===== src/rtl/rf_pkg.sv =====
// Shared constants and clear-FSM state type for the multiport register file.
package rf_pkg;

  localparam int XLEN_DEF   = 32;
  localparam int DEPTH_DEF  = 32;
  localparam int NUM_RD_DEF = 2;
  localparam int NUM_WR_DEF = 2;

  typedef enum logic {
    CLEAR = 1'b0,
    READY = 1'b1
  } rf_state_t;

endpackage


===== src/rtl/rf_clear_fsm.sv =====
// Clear sequencer: sweeps addresses 1..DEPTH-1 to zero after reset or clr_req,
// then holds rf_ready high until the next accepted clear request.
module rf_clear_fsm
  import rf_pkg::*;
#(
  parameter  int DEPTH = DEPTH_DEF,
  localparam int AW    = $clog2(DEPTH)
) (
  input  logic          clk,
  input  logic          rst_n,
  input  logic          clr_req,
  output logic          clr_we,
  output logic [AW-1:0] clr_addr,
  output logic          rf_ready
);

  localparam logic [AW-1:0] LAST_ADDR  = AW'(DEPTH - 1);
  localparam logic [AW-1:0] FIRST_ADDR = AW'(1);

  rf_state_t     state;
  logic [AW-1:0] clr_ptr;

  // Address 0 is hardwired to zero, so the sweep starts at 1 and parks at DEPTH-1.
  always_ff @(posedge clk) begin
    if (!rst_n) begin
      state    <= CLEAR;
      clr_ptr  <= FIRST_ADDR;
      rf_ready <= 1'b0;
    end else begin
      case (state)
        CLEAR: begin
          if (clr_ptr == LAST_ADDR) begin
            state    <= READY;
            rf_ready <= 1'b1;
          end else begin
            clr_ptr <= clr_ptr + 1'b1;
          end
        end
        READY: begin
          if (clr_req) begin
            state    <= CLEAR;
            clr_ptr  <= FIRST_ADDR;
            rf_ready <= 1'b0;
          end
        end
        default: begin
          state    <= CLEAR;
          clr_ptr  <= FIRST_ADDR;
          rf_ready <= 1'b0;
        end
      endcase
    end
  end

  assign clr_we   = (state == CLEAR);
  assign clr_addr = clr_ptr;

endmodule


===== src/rtl/rf_multiport.sv =====
// Multiport register file: NUM_RD combinational reads, NUM_WR prioritized writes,
// x0 hardwired to zero, self-clearing sweep. Define RF_BYPASS_EN for write-to-read forwarding.
module rf_multiport
  import rf_pkg::*;
#(
  parameter  int XLEN   = XLEN_DEF,
  parameter  int DEPTH  = DEPTH_DEF,
  parameter  int NUM_RD = NUM_RD_DEF,
  parameter  int NUM_WR = NUM_WR_DEF,
  localparam int AW     = $clog2(DEPTH)
) (
  input  logic                           clk,
  input  logic                           rst_n,
  input  logic [NUM_RD-1:0][AW-1:0]      reg_s,
  output logic [NUM_RD-1:0][XLEN-1:0]    reg_d,
  input  logic [NUM_WR-1:0][AW-1:0]      rd,
  input  logic [NUM_WR-1:0]              write_e,
  input  logic [NUM_WR-1:0][XLEN-1:0]    write_d,
  input  logic                           clr_req,
  output logic                           rf_ready
);

  logic [XLEN-1:0]   mem [DEPTH];
  logic              clr_we;
  logic [AW-1:0]     clr_addr;
  logic [NUM_WR-1:0] wr_acc;

  rf_clear_fsm #(.DEPTH(DEPTH)) u_clear (
    .clk      (clk),
    .rst_n    (rst_n),
    .clr_req  (clr_req),
    .clr_we   (clr_we),
    .clr_addr (clr_addr),
    .rf_ready (rf_ready)
  );

  // A write landing in the same cycle as an accepted clear is dropped.
  always_comb begin
    for (int j = 0; j < NUM_WR; j++)
      wr_acc[j] = write_e[j] & rf_ready & ~clr_req & rst_n & (rd[j] != '0);
  end

  // Later ports overwrite earlier ones, so the highest index wins a collision.
  always_ff @(posedge clk) begin
    if (clr_we)
      mem[clr_addr] <= '0;
    for (int j = 0; j < NUM_WR; j++)
      if (wr_acc[j])
        mem[rd[j]] <= write_d[j];
  end

  always_comb begin
    for (int i = 0; i < NUM_RD; i++) begin
      reg_d[i] = mem[reg_s[i]];
`ifdef RF_BYPASS_EN
      for (int j = 0; j < NUM_WR; j++)
        if (wr_acc[j] && (rd[j] == reg_s[i]))
          reg_d[i] = write_d[j];
`endif
      if (!rf_ready || (reg_s[i] == '0))
        reg_d[i] = '0;
    end
  end

endmodule


===== config.mk =====
export PLATFORM = sky130hd
export DESIGN_NAME = rf_multiport
export DESIGN_NICKNAME = d
export VERILOG_FILES = /design/src/rtl/rf_pkg.sv /design/src/rtl/rf_clear_fsm.sv /design/src/rtl/rf_multiport.sv
export SDC_FILE = /design/constraint.sdc
export NUM_CORES = 2
export LEC_CHECK = 0
export BUFFER_PORTS_ARGS = -buffer_cell sky130_fd_sc_hd__buf_2
export CAP_MARGIN = 15
export CORE_MARGIN = 1
export CORE_UTILIZATION = 40
export DETAILED_ROUTE_END_ITERATION = 12
export PLACE_DENSITY_LB_ADDON = 0.08
export SYNTH_ARGS = -nofsm -noshare
export SYNTH_HDL_FRONTEND = slang
export SYNTH_HIERARCHICAL = 1
export SYNTH_SLANG_ARGS = --single-unit

===== constraint.sdc =====
create_clock -name clk -period 9.6 [get_ports clk]
set_clock_uncertainty 0.15 [all_clocks]
set_input_delay 0.48 -clock clk [delete_from_list [all_inputs] [get_ports clk]]
set_output_delay 0.48 -clock clk [all_outputs]
set_load 0.01 [all_outputs]

==> run metrics <==
Worst Path Required 8.97 ns; slowest CP cell buf_4; drt total wl between 300000 and 400000 um; Placed Area approximately 64000 um2; most frequent cells in the layout edfxtp_1, nand2_1, a22o_1; CTS tree done; clock sinks 1031; sw power ~0.0027 W; final period demand of the worst path 4.912 ns; Max rail drop VDD approximately 0.16 mV; Final WS setup ~4.7 ns; Max Root-Sink Buffers 3; Mean Syn Cell Area 11.46 um2; post-synthesis mux area share between 15 and 20%; row count 144; Post-synth EDFFs 1024; distinct cell type count after synthesis 66; sequential power share 47.1%; fmax just over 200 MHz; Register Area 30890 um2; first-pass GRT wire length 414200 um; PwrDens roughly 150 nW/um2; RSZ-0062 raised after global routing false; Synth area leader edfxtp_1; layout cells sized above 1 20.49%; hold_sp write_d[21]; Clock transition at path regs roughly 0.060 ns; most frequent CP cell buf_4; htree depth 3; largest family of logic cells by synthesized area compound AO/OA/AOI/OAI gates; Total GRT Usage 38.33%; Area contributors post-synth edfxtp_1, mux4_2, a22o_1, nand2_1, mux2i_1; CP Data Arrival Time between 4 and 5 ns; multi-input logic area a little under 30000 um2; yosys warns 6; Mapped Cells 5409; Final nets roughly 5300; initial antenna violation count 50; crit path from reg_s[1]; largest net degree at the start of global routing between 90 and 100; total power 0.01055 W; Synth Cell Area 62010 um2; design area 68420 um2; Comb pwr share 8.2%; number of global-route vias before repair around 48000; hold_buf cts 3; First-pass DRT Iterations 6; routed vias 51510; Yosys top cell area share 49.59%; FF-to-FF Start u_clear/rf_ready; Tcrit/Tclk final 51.17%; die area ~160000 um2; Setup TNS Final 0 ns; Pins Over Slew Limit 0; Synth Area in Adders less than 1%; Post-Synth XOR/XNOR Area 0%; Placed Cells 7090; slew of the pin with the lowest slew margin 1.378 ns; Core ar. roughly 150000 um2; sw frac between 20% and 30%; Pint approximately 0.0079 W; Worst-Skew Late Latency 0.75 ns; CP startpoint kind input pin; placed wire-length estimate 171400 um; Clk network pwr share roughly 45%; compound-gate portion of the synthesized area 17.42%; Routed Antenna Nets 0; IO Pins roughly 150; Main synth FF type edfxtp_1; ys async rst share 0%; register area share after synthesis 49.81%; CTS resizes 0; Filler Cell Count 13970; Initial Util about 40%; R2R setup slack around 5.4 ns; input/output buffers around 150; Finished Layout Cells 7331; CP Capture Type output pin; #FFs+latches synth roughly 1000; Hold Vio Cnt, Final 0; initial drt markers ~8500; pre-CTS WS roughly 4.7 ns; die width between 300 and 400 um; commonest non-fill, non-tap cell in the layout edfxtp_1; GPL Wtd Cong 0.8892; Post-CTS Setup Bufs 0; CTS Buf Count between 100 and 150; Crit path largest cell delay a little over 0.8 ns; routed length per instance approximately 42 um; Hold Path Class input pin to flop; P_leak 23.33 nW; DRC viols 0; Die H between 300 and 400 um; maxcap violations 0; via/cell ratio approximately 7; status finished clean; Root Driver clkbuf_16; Area growth, synth to finish 10.33%; Worst Path Max Fanout 59; area share of and/or/nand/nor cells after synthesis roughly 11%; crit path cell chain buf_8 > buf_4 > buf_4 > mux4_2 > a22o_1 > a31oi_1 > nand4_1 > buf_2; final setup fails 0; relative slew slack 8.140%; global route overflow 0; kind of critical path input pin to output pin
==> flip-flops by register name (all words and copies together) (netlist names) <==
signal and flops:
u_clear/state 1, mem 1024, u_clear/rf_ready 1, u_clear/clr_addr 5
==> stage by stage <==
step	hold WS [ns]	util, %
2_1_floorplan	0.3658	-
3_3_place_gp	0.4023	41.85
3_5_place_dp	0.4135	41.85
4_1_cts	0.1572	44.38
5_1_grt	0.2179	44.39
6_report	0.1664	44.41
==> power groups by stage <==
| stage | sequential [W] | clock [W] | combinational [W] |
|---|---|---|---|
| 5_1_grt | 0.00498 | 0.00487 | 0.000868 |
| 4_1_cts | 0.00497 | 0.00472 | 0.000828 |
| 2_1_floorplan | 0.00506 | 0 | 0.000508 |
| 6_report | 0.00497 | 0.00472 | 0.000860 |
| 3_5_place_dp | 0.00507 | 0 | 0.000826 |
| 3_3_place_gp | 0.00507 | 0 | 0.000825 |
==> metal layers <==
metal	vias to the layer above	wire [um]	GRT usage, %
li1	20630	-	-
met1	26000	118800	52.32
met2	4080	130100	55.75
met3	763	44090	12.50
met4	46	13880	15.71
met5	-	286	0.7389
==> final cells by class <==
class	count	area share (%)
well taps	2044	3.738
flip-flops and latches	1031	45.15
clock buffers	147	4.630
diodes	17	0.06218
clock inverters	73	1.022
inverters	8	0.04389
multi-input cells	3681	42.16
repair buffers	330	3.199
==> cells by family (layout without fill, tap and decap cells) <==
group                    count (synthesis)  count (layout)
buffers and inverters                  728             558
AND/OR/NAND/NOR                       1430            1430
multiplexers                           707             707
other                                    1              49
AO/OA/AOI/OAI                         1509            1509
flip-flops                            1031            1031
adder cells (fa/ha/maj)                  3               3
==> worst max-delay path: cells and delay by family <==
kind	cells	cell delay [ns]
compound gates	2	0.74
buf+inv	4	2.29
mux	1	0.43
simple gates	1	0.28
==> cells in the mapped netlist, types with 4 or more instances <==
| cell type | instances |
|---|---|
| o21ai_0 | 340 |
| or3b_1 | 4 |
| a22oi_1 | 137 |
| nand2b_1 | 5 |
| nand3_1 | 235 |
| dfxtp_1 | 7 |
| and3_1 | 5 |
| edfxtp_1 | 1024 |
| clkbuf_1 | 456 |
| and3b_1 | 4 |
| buf_4 | 7 |
| a31oi_1 | 32 |
| nand3b_1 | 6 |
| o21ai_1 | 65 |
| nor3b_1 | 8 |
| a32o_1 | 7 |
| o31a_1 | 31 |
| o22ai_1 | 65 |
| nor3_1 | 16 |
| a221o_1 | 9 |
| buf_2 | 219 |
| nor2_1 | 14 |
| nor3_4 | 6 |
| and2_1 | 6 |
| a211oi_1 | 65 |
| inv_1 | 6 |
| buf_1 | 35 |
| and4b_1 | 4 |
| nor4_1 | 18 |
| nand4_1 | 56 |
| mux2i_1 | 260 |
| nor3_2 | 10 |
| o31ai_1 | 188 |
| a211o_1 | 9 |
| a21oi_1 | 48 |
| a22o_1 | 505 |
| nor4_4 | 13 |
| nand2_1 | 897 |
| mux2_2 | 195 |
| or3_1 | 34 |
| mux4_2 | 252 |
| nor2b_1 | 71 |
==> path summary, 6_finish.rpt <==
path | end | cells past startpoint
setup / recovery | reg_d[28] | 8
hold / removal | mem[14][21] | 3
setup reg to reg | mem[19][15] | 4
hold reg to reg | u_clear/clr_addr[1] | 2
(Power assumes the default switching activity.)
